--- src/rtl/dmem_arbiter.sv ---
// dmem_arbiter: shares one synchronous single-port data memory between the GPP and the comms processor.
// Build option DMEM_ARB_FAIR_EN: alternate grants on contention; undefined gives strict GPP priority.
module dmem_arbiter #(
  parameter int ADDR_W = 16,
  parameter int DATA_W = 16
) (
  input  logic              clk,
  input  logic              rst,

  input  logic              gpp_req,
  input  logic              gpp_we,
  input  logic [ADDR_W-1:0] gpp_addr,
  input  logic [DATA_W-1:0] gpp_wdata,
  input  logic              gpp_lock,

  input  logic              cp_req,
  input  logic              cp_we,
  input  logic [ADDR_W-1:0] cp_addr,
  input  logic [DATA_W-1:0] cp_wdata,

  output logic              gpp_gnt,
  output logic              cp_gnt,
  output logic              gpp_rvalid,
  output logic              cp_rvalid,
  output logic [DATA_W-1:0] rdata,

  output logic [ADDR_W-1:0] mem_addr,
  output logic [DATA_W-1:0] mem_wdata,
  output logic              mem_we,
  input  logic [DATA_W-1:0] mem_rdata
);

  // state   | meaning
  // IDLE    | no access this cycle, memory port driven to zero
  // GNT_GPP | GPP access presented to memory this cycle
  // GNT_CP  | CP access presented to memory this cycle
  typedef enum logic [1:0] {
    IDLE    = 2'd0,
    GNT_GPP = 2'd1,
    GNT_CP  = 2'd2
  } state_t;

  state_t            state_q, state_d;
  logic [ADDR_W-1:0] addr_q, addr_d;
  logic [DATA_W-1:0] wdata_q, wdata_d;
  logic              we_q, we_d;
  logic              gpp_rvalid_q, cp_rvalid_q;

  always_ff @(posedge clk or negedge rst) begin
    if (!rst) begin
      state_q <= IDLE;
    end else begin
      state_q <= state_d;
    end
  end

  always_comb begin
    state_d = IDLE;
    case (state_q)
      IDLE: begin
        if (gpp_req)     state_d = GNT_GPP;
        else if (cp_req) state_d = GNT_CP;
      end
      GNT_GPP: begin
        if (gpp_lock && gpp_req) state_d = GNT_GPP;
`ifdef DMEM_ARB_FAIR_EN
        else if (cp_req)         state_d = GNT_CP;
        else if (gpp_req)        state_d = GNT_GPP;
`else
        else if (gpp_req)        state_d = GNT_GPP;
        else if (cp_req)         state_d = GNT_CP;
`endif
      end
      GNT_CP: begin
        if (gpp_req)     state_d = GNT_GPP;
        else if (cp_req) state_d = GNT_CP;
      end
      default: state_d = IDLE;
    endcase
  end

  // The winner's access is captured at the grant edge so the requester may
  // present its next access during the grant cycle without disturbing this one.
  always_comb begin
    addr_d  = '0;
    wdata_d = '0;
    we_d    = 1'b0;
    case (state_d)
      GNT_GPP: begin
        addr_d  = gpp_addr;
        wdata_d = gpp_wdata;
        we_d    = gpp_we;
      end
      GNT_CP: begin
        addr_d  = cp_addr;
        wdata_d = cp_wdata;
        we_d    = cp_we;
      end
      default: begin
        addr_d  = '0;
        wdata_d = '0;
        we_d    = 1'b0;
      end
    endcase
  end

  always_ff @(posedge clk or negedge rst) begin
    if (!rst) begin
      addr_q  <= '0;
      wdata_q <= '0;
      we_q    <= 1'b0;
    end else begin
      addr_q  <= addr_d;
      wdata_q <= wdata_d;
      we_q    <= we_d;
    end
  end

  always_ff @(posedge clk or negedge rst) begin
    if (!rst) begin
      gpp_rvalid_q <= 1'b0;
      cp_rvalid_q  <= 1'b0;
    end else begin
      gpp_rvalid_q <= (state_q == GNT_GPP) && !we_q;
      cp_rvalid_q  <= (state_q == GNT_CP) && !we_q;
    end
  end

  assign gpp_gnt    = (state_q == GNT_GPP);
  assign cp_gnt     = (state_q == GNT_CP);
  assign gpp_rvalid = gpp_rvalid_q;
  assign cp_rvalid  = cp_rvalid_q;
  assign rdata      = mem_rdata;
  assign mem_addr   = addr_q;
  assign mem_wdata  = wdata_q;
  assign mem_we     = we_q;

endmodule

--- config.mk ---
export PLATFORM = sky130hd
export DESIGN_NAME = dmem_arbiter
export DESIGN_NICKNAME = d
export VERILOG_FILES = /design/src/rtl/dmem_arbiter.sv
export SDC_FILE = /design/constraint.sdc
export NUM_CORES = 1
export LEC_CHECK = 0
export CAP_MARGIN = 40
export CORE_MARGIN = 2
export CORE_UTILIZATION = 30
export CTS_BUF_LIST = sky130_fd_sc_hd__clkbuf_4 sky130_fd_sc_hd__clkbuf_8 sky130_fd_sc_hd__clkbuf_16
export DETAILED_ROUTE_END_ITERATION = 6
export PLACE_DENSITY = 0.76
export SETUP_SLACK_MARGIN = 0.1
export SLEW_MARGIN = 20
export SYNTH_ARGS = -nofsm -noshare
export SYNTH_HDL_FRONTEND = slang
export SYNTH_SLANG_ARGS = --single-unit
export TNS_END_PERCENT = 50
--- constraint.sdc ---
create_clock -name clk -period 1.35 [get_ports clk]
set_input_delay 0.27 -clock clk [delete_from_list [all_inputs] [get_ports clk]]
set_output_delay 0.27 -clock clk [all_outputs]
set_load 0.01 [all_outputs]
**Word level (Yosys, flattened, before mapping)**

Index checks and enable logic that the tools add are counted.

- Equality and inequality tests: 4
- Muxes and demuxes: 7
- Reduce and logical (&&, ||, !) cells: 6

Operator list:

| operator | number |
|---|---|
| case mux 16 bit (2 select lines) | 2 |
| two-way mux 2 bit | 3 |
| == test 2 x 1 -> 1 bit (second input constant) | 2 |
| == test 2 bit (second input constant) | 2 |
| case mux 2 bit (2 select lines) | 1 |
| logical AND 1 bit | 3 |
| zero test 2 bit | 1 |
| case mux 1 bit (2 select lines) | 1 |
| OR reduction 2 bit | 1 |
| zero test 1 bit | 1 |

- Flip-flop bits (word level): 37
- Input port bits: 87

**Depth between registers and ports, before layout**

Gate-level depths: netlist of run 1.

- Depth after elaboration: 6
- Gate-level depth with buffers: 7
- Gate-level depth less buffers: 5

**Least setup slack after synthesis of run 1**

No wires, ideal clock.

- Path kind: reg-to-reg
- Start: register state_q[1]
- End: register addr_q[13] (netlist: mem_addr[13])
- Setup time: 125 ps
- Arrival: 1,286 ps
- Required time: 1,225 ps
- Setup slack: -61 ps
- Cell stages (with the launch flop): 7
- Buffers on the path: 2
- Period minus slack after synthesis: 1,411 ps
- Cells stage by stage: dfrtp_1 nand2_1 and3b_1 ha_1 clkbuf_2 buf_2 nor2_1

- Cells in the longest elaborated chain, start to end: 5

RTL lines:

| what | line | RTL |
|---|---|---|
| start: declaration | 43 | `state_t state_q, state_d;` |
| start signal: assignment | 53 | `state_q <= state_d;` |
| == test 2 bit or zero test 2 bit (tied branches) | 59 | `case (state_q)` |
| OR reduction 2 bit (no line) | -- |  |
| case mux 2 bit (2 select lines) (*) | 59 |  |
| named net state_d[1] | 43 |  |
| == test 2 bit or == test 2 x 1 -> 1 bit (tied branches) | 88 | `case (state_d)` |
| case mux 16 bit (2 select lines) (*) | 88 |  |
| named net addr_d[13] | 44 | `logic [ADDR_W-1:0] addr_q, addr_d;` |
| end signal: assignment | 113 | `addr_q <= addr_d;` |
| end: declaration | 44 |  |

Mark *: on every way through the listed nets, which the timed path passes. The rest lies on a longest branch.

**Worst setup path in the final report of run 1**

- Start: register state_q[1]
- End: register addr_q[0] (netlist: mem_addr[0])

Same word-level chain as after synthesis.

==> results of run 1 <==
[layout by cell type (no fill, tap or decap), drive strengths merged]
master / n
clkdlybuf4s50: 67
dfrtp: 37
dlygate4sd2: 34
a22oi: 33
nor2: 33
buf: 21
clkbuf: 6
nor2b: 4
clkdlybuf4s15: 3
ha: 2
clkinv: 2
nand2: 2
and2: 1
and3b: 1
nand3b: 1
clkinvlp: 1
dlygate4sd3: 1
[sequential cells by signal (all words and copies together) (netlist names)]
register / cells
cp_rvalid: 1
state_q: 2
mem_addr: 16
gpp_rvalid: 1
mem_we: 1
mem_wdata: 16
[per-stage QoR]
| step | TNS (ns) | instances |
|---|---|---|
| floorplan | 0 | 142 |
| global placement | -13.60 | 300 |
| detailed placement | -15.92 | 300 |
| CTS | -2.81 | 322 |
| global route | -4.33 | 324 |
| finish | -2.18 | 324 |
[worst paths after layout]
path                            slack (ns)           end        from  depth (start not counted)
worst min-delay path                  0.43    state_q[0]     gpp_req                          2
worst max-delay path                  -0.1   mem_addr[0]  state_q[1]                          7
worst min register to register        0.47     cp_rvalid      mem_we                          1
max in group asynchronous             0.68        mem_we         rst                          3
min in group asynchronous             0.48  mem_addr[10]         rst                          3
worst max register to register        -0.1   mem_addr[0]  state_q[1]                          7
[worst max-delay path: stages (launching register included)]
cell	delay, ns
sky130_fd_sc_hd__dfrtp_1	0.38
sky130_fd_sc_hd__nand2_2	0.09
sky130_fd_sc_hd__and3b_2	0.23
sky130_fd_sc_hd__ha_4	0.19
sky130_fd_sc_hd__buf_4	0.15
sky130_fd_sc_hd__buf_16	0.13
sky130_fd_sc_hd__a22oi_2	0.13
sky130_fd_sc_hd__nor2_1	0.06
[repair_timing]
action	in CTS	in global routing
endpoints found under the hold margin	37	0
gates resized for setup	53	11
cloned	6	1
hold buffers	1	0
pin swaps	4	8
endpoints found under the setup margin	70	36
buffers inserted	7	2
[layout make-up]
type                       count  share of cell area (%)
tap                           75                    2.92
sequential                    37                    28.8
clock inverter                 3                   0.545
timing repair buffer         127                    44.7
clock buffer                   5                    2.14
multi-input combinational     77                    20.9
[layer usage]
layer / track usage (%) / routed length, um
met4: 6.50 / 73
met5: 0 / 0
met2: 27.0 / 2590
met1: 16.6 / 1970
met3: 4.07 / 445
[logic make-up after synthesis]
logic type / share of synthesized area (%)
simple gates: 10.9
flops: 51.3
fa+ha+maj: 1.39
compound gates: 22.0
buf+inv: 14.4
[report_power, final]
part | internal (mW) | switching (mW) | total, mW
combinational | 0.532 | 0.335 | 0.867
clock | 0.356 | 0.390 | 0.747
sequential | 1.18 | 0.0182 | 1.19
==> results list, run 1 <==
* Routed WL per cell: 15.7 um
* Cell area after synthesis: approximately 0.0018 mm^2
* Pins Over Slew Limit: 0
- Violated checks: setup timing
* Number of synthesized flops with an enable pin: 0
- First drt pass iteration count: 4
- Post-Syn Nets: between 200 and 250
- Across the run, the number of max-cap violations was 0.
* Final setup slack of the worst path: -0.0997 ns
- Total Power Consumption: approximately 2.8 mW
- In the finished design, the share of the clock period the worst path needs comes to 107%.
* # clock sinks: 37
- The number of antenna diodes in the final layout is 0.
- The total area inside the core boundary comes to slightly below 0.006 mm^2.
- The final layout contains routed wiring with a total length of 5070 um.
- Total gr overflow: 0
- Status: finished, violations left
* Count of port buffers added during placement: approximately 110
- Area after DPL: 0.00282 mm^2
- Pin slew with the least headroom to its limit: around 0.2 ns
- For this run, the post-layout net count is 337.
* Maximum number of pins on one net before global-route repair: 38
- Async set-reset flop share out of synthesis: 100%
* First-pass GRT wire length: 7260 um
* CP Class: register to register
- Element type at the critical path start: register
* Post-synthesis to final-layout area growth: 78.2%
* Number of antenna violations at the first check in global routing: 0
- Top-level I/O count: 140
- Via count of the first global-routing pass: ~1500
- Clock network latency to the later pin of the worst-skew pair: ~0.28 ns
* Register cell area after layout: just over 900 um^2
- Summing all multi-input logic gate instances after layout gives 673 um^2.
- Number of levels the H-tree was split into: 2
- Element type at the critical path end: register
- Detailed Route Iter0 Violations: 22
- Register bit total from synthesis: 37
- Yosys cell types: 17
- Averaged over all synthesized cells, the footprint is between 10 and 15 um^2.
- The Yosys step of the flow raised 0 warnings.
- Number of vias after detailed routing: about 1500
- Antenna-violating nets left: 0
- After detailed routing, the number of vias per cell comes to roughly 4.5.
- Hold Violations, Final: 0
- Clock Skews: 0.00923 ns
- The worst-case IR drop observed on VDD is about 0.34 mV.
- Clock tree from TritonCTS: yes
- Root Buffer: sky130_fd_sc_hd__clkbuf_8
* Final hold slack: ~0.43 ns
- For the finished layout, the period the worst path requires is 1.45 ns.
- Final GP Congestion: between 0.6 and 0.7
- Cells after synthesis: about 140
- Total die area: 0.00665 mm^2
- Signal arrival time at the worst endpoint: ~1.6 ns
- Most common library cells after synthesis: sky130_fd_sc_hd__dfrtp_1, sky130_fd_sc_hd__a22oi_2, sky130_fd_sc_hd__nor2_1
* Setup repair after global routing missed its margin: true
- The synthesized design devotes to its leading area cell type between 50% and 60% of total area.
* DP Wirelength: 3280 um
- Static timing analysis puts the maximum clock frequency at between 600 and 700 MHz.
- Area contributors post-synth: sky130_fd_sc_hd__dfrtp_1, sky130_fd_sc_hd__a22oi_2, sky130_fd_sc_hd__buf_4, sky130_fd_sc_hd__nor2_1, sky130_fd_sc_hd__buf_12
- The die is approximately 82 um wide.
- Headroom to the max-slew limit came out at between 80 and 90%.
- OpenSTA, run right after detailed placement, puts the worst setup slack at -0.544 ns.
* Final cell area excluding filler cells: about 0.0032 mm^2
- For this design the static power due to leakage is 1.45 nW.
* Drt drc: 0
- Std-Cell Rows: 28
* Clock-pin slew on the worst setup and hold paths: 0.08 ns
- Setup violations remaining at the end of the flow were counted as 31.
- Sequential elements use around half of the synthesized area.
- Measured along the y axis, the die boundary spans around 80 um.
* Post-synthesis cell type with the largest combined area: sky130_fd_sc_hd__dfrtp_1
* Most common flop cell mapped by yosys: sky130_fd_sc_hd__dfrtp_1
- Number of filler cells placed in the layout: between 500 and 600
* Overall fraction of global-route tracks in use: roughly 15%
* Class of the tightest hold or removal check: primary input to register
* Layout cells sized above 1: 31.3%
- Clk buf depth: 2
* End-of-flow core utilization: between 50 and 60%
- sky130_fd_sc_hd__dfrtp_1 is the most common cell in the netlist.
- Power density relative to cell area: around 870 mW/mm^2
- CTS Buf Count: 5
- Starting density of the core: a little under a third
* Maximum fanout encountered on the critical timing path: 5
- Data on the critical path is required at its endpoint by 1.53 ns.
Note: power is estimated with default switching activity, not from simulation.
==> inputs of run 2 (changes only) <==
MAX_ROUTING_LAYER = met4   (was not set)
SETUP_SLACK_MARGIN = 0.05   (was 0.1)
==> run 2 against run 1 <==
The flow still finishes with violations (setup timing). Count of clock-buffer cells in the layout is 2 higher. Hold slack better by 0.010 ns. First-iteration DRC count is 86% higher. Combinational power is 6.3% higher. Cell count stayed put. Worst setup slack better by 0.028 ns.
==> results list, run 2 (synthesis gave the netlist of run 1 again) <==
- First-pass GRT wire length: 7730 um (+6.5%)
- Worst-case headroom to the max-slew limit: 86.1% (-0.21 points)
* Total die area: 0.00665 mm^2 (unchanged)
- Routed WL per cell: 16.1 um (+2.8%)
* Layout cells sized above 1: 38.6% (+7.2 points)
- The aggregate global routing overflow was 0 (unchanged).
- Clock tree synthesis selected as its root buffer the cell sky130_fd_sc_hd__clkbuf_8.
* DP Wirelength: 3160 um (-3.7%)
- Most heavily used metal layer in global routing: met2
- Antenna-violating nets left: 0 (unchanged)
* Number of levels the H-tree was split into: 2 (unchanged)
- The endpoint identified for the worst register-to-register timing path is mem_wdata[4].
- Class of the tightest hold or removal check: primary input to register
- Via count of the first global-routing pass: 1546 (+4.3%)
- Share of the clock period used by the worst path: 105% (-2.1 points)
- Worst setup slack before clock tree synthesis: -0.524 ns (+0.0201 ns)
- Hold depth: 2 (unchanged)
- Drt drc: 0 (unchanged)
* Required time of the critical path: 1.53 ns (about the same)
- The data arrival time of the critical path is 1.60 ns (-0.03 ns).
- Status: finished, violations left
- Final setup slack of the worst path: -0.0717 ns (+0.0280 ns)
- The slowest stage of the critical path is the sky130_fd_sc_hd__dfrtp_1 cell.
- The post-route minimum period was 1.42 ns (-0.0280 ns).
* Violated checks: setup timing
* R2r startpoint: state_q[1]
- The register-to-register setup slack is -0.07 ns (+0.03 ns).
- The largest net degree at the start of global routing is 38 (unchanged).
* Non-filler instance count after layout: 324 (unchanged)
- The transition time of the tightest slew-check pin is 0.209 ns (+0.00317 ns).
* Starting density of the core: 30.9% (unchanged)
* Post-synthesis to final-layout area growth: 82.2%
* Number of vias after detailed routing: 1484 (+1.1%)
- Maximum vdd ir drop: 0.578 mV (+68%)
- Count of port buffers added during placement: 106 (unchanged)
- The worst hold slack after final layout came to 0.443 ns (+0.0105 ns).
- The via-per-instance ratio is 4.58 (+1.1%).
- The aggregate negative setup slack is -1.55 ns (+0.627 ns).
* Clock Skews: 0.00511 ns (-0.00413 ns)
* Top-level I/O count: 140 (unchanged)
- Met1 Usage GRT: 18.7% (+2.1 points)
- The die span in y was 81.6 um (unchanged).
- The number of hold violations in the final report came to 0 (unchanged).
* Clock network latency to the later pin of the worst-skew pair: 0.28 ns (about the same)
- The total track usage is 16.4% (+1.4 points).
- CTS Buf Count: 5 (unchanged)
- Setup-failing EPs final: 35 (+13%)
- Worst Reg-to-Reg Cells: 6 (-1)
- The number of design-rule violations left by the first detailed-router iteration was 41 (+86%).
* Routed WL: 5220 um (+2.8%)
- The count of standard-cell rows is 28 (unchanged).
* Clk buf depth: 2 (unchanged)
* Number of antenna violations at the first check in global routing: 0 (unchanged)
- Nets: 337 (unchanged)
- Number of filler cells placed in the layout: 506 (-1.7%)
* Element type at the critical path end: register
- The number of sinks on the clock net came to 37 (unchanged).
* Leakage power total: 1.47 nW (+1.6%)
* Min-delay src: gpp_req
- End-of-flow core utilization: 56.2% (+1.2 points)
- The max-slew violation total from the final report came to 0 (unchanged).
* Worst hold endpoint: state_q[0]
* Die X-Extent: 81.6 um (unchanged)
- Clock tree from TritonCTS: yes
- Clock-pin slew on the worst setup and hold paths: 0.08 ns (about the same)
- Walking the worst path, the cells encountered are nand2_2 -> and3b_2 -> ha_4 -> buf_12 -> clkbuf_16 -> nor2_2.
* Most common cell after layout, fill and taps aside: sky130_fd_sc_hd__clkdlybuf4s50_1
* Number of max-cap violations: 0 (unchanged)
- Cell count after placement: 300 (unchanged)
- The global-route track usage on met3 is 5.05% (+0.99 points).
* GR met2 Demand/Resource: 28.2% (+1.2 points)
* CP Class: register to register
* Maximum fanout encountered on the critical timing path: 7 (+2)
- Setup repair after global routing missed its margin: true
* Power density relative to cell area: 951 mW/mm^2 (+8.9%)
* Antenna diode instance count: 0 (unchanged)
- Maximum clock frequency: 703 MHz (+2.0%)
- Most frequent cells in the layout: sky130_fd_sc_hd__clkdlybuf4s50_1, sky130_fd_sc_hd__dfrtp_1, sky130_fd_sc_hd__dlygate4sd2_1
- STA classifies the critical path startpoint as a register.
- The final RePlAce weighted congestion came to 0.644 (-3.4%).
* Core Area: 0.00585 mm^2 (unchanged)
* CP peak stage delay: 0.37 ns (about the same)
- First drt pass iteration count: 4 (unchanged)
-- run 2: worst max-delay path by stage --
stage,start,endpoint,slack [ns],cells after the start
2_1_floorplan,state_q[0],mem_wdata[15],0.03,7
3_3_place_gp,gpp_req,mem_addr[10],-0.47,5
3_5_place_dp,gpp_req,mem_addr[12],-0.52,5
4_1_cts,state_q[1],mem_wdata[6],-0.1,6
5_1_grt,state_q[1],mem_wdata[6],-0.13,6
6_report,state_q[1],mem_wdata[4],-0.07,6
-- run 2: layer usage --
metal	vias up	wire (um)
met1	719	2000
met3	4	508
met5	-	0
met2	73	2680
met4	0	21
li1	688	-
-- run 2: cell type report --
| type | count | area [um^2] | share of cell area (%) |
|---|---|---|---|
| clock buffer | 7 | 90.1 | 2.74 |
| clock inverter | 1 | 30.0 | 0.913 |
| multi-input combinational | 77 | 731 | 22.2 |
| sequential | 37 | 926 | 28.1 |
| tap | 75 | 93.8 | 2.85 |
| timing repair buffer | 127 | 1420 | 43.1 |
-- run 2: through the flow --
step           area, um^2  total power [mW]
3_3_place_gp         2820              1.94
3_5_place_dp         2820              1.95
6_report             3290              3.13
5_1_grt              3290              3.28
4_1_cts              3220              3.12
2_1_floorplan        1860              1.59
-- run 2: where the power goes --
group / internal [mW] / leakage, nW / switching, mW
clock: 0.623 / 0.0619 / 0.390
combinational: 0.557 / 0.913 / 0.365
sequential: 1.18 / 0.497 / 0.0174
total: 2.36 / 1.47 / 0.773
-- run 2: critical path: cells and delay by family (launching register included) --
family / cells / cell delay, ns
flops: 1 / 0.37
simple gates: 3 / 0.36
fa+ha+maj: 1 / 0.30
buf+inv: 2 / 0.28
-- run 2: timing repair --
action                                  4_1_cts  5_1_grt
pin swaps                                     7        2
cloned                                        6        1
gates resized for setup                      65       13
setup buffers                                 7        1
endpoints found under the setup margin       70       35
hold endpoints to repair                     37        0
hold buffers                                  1        0
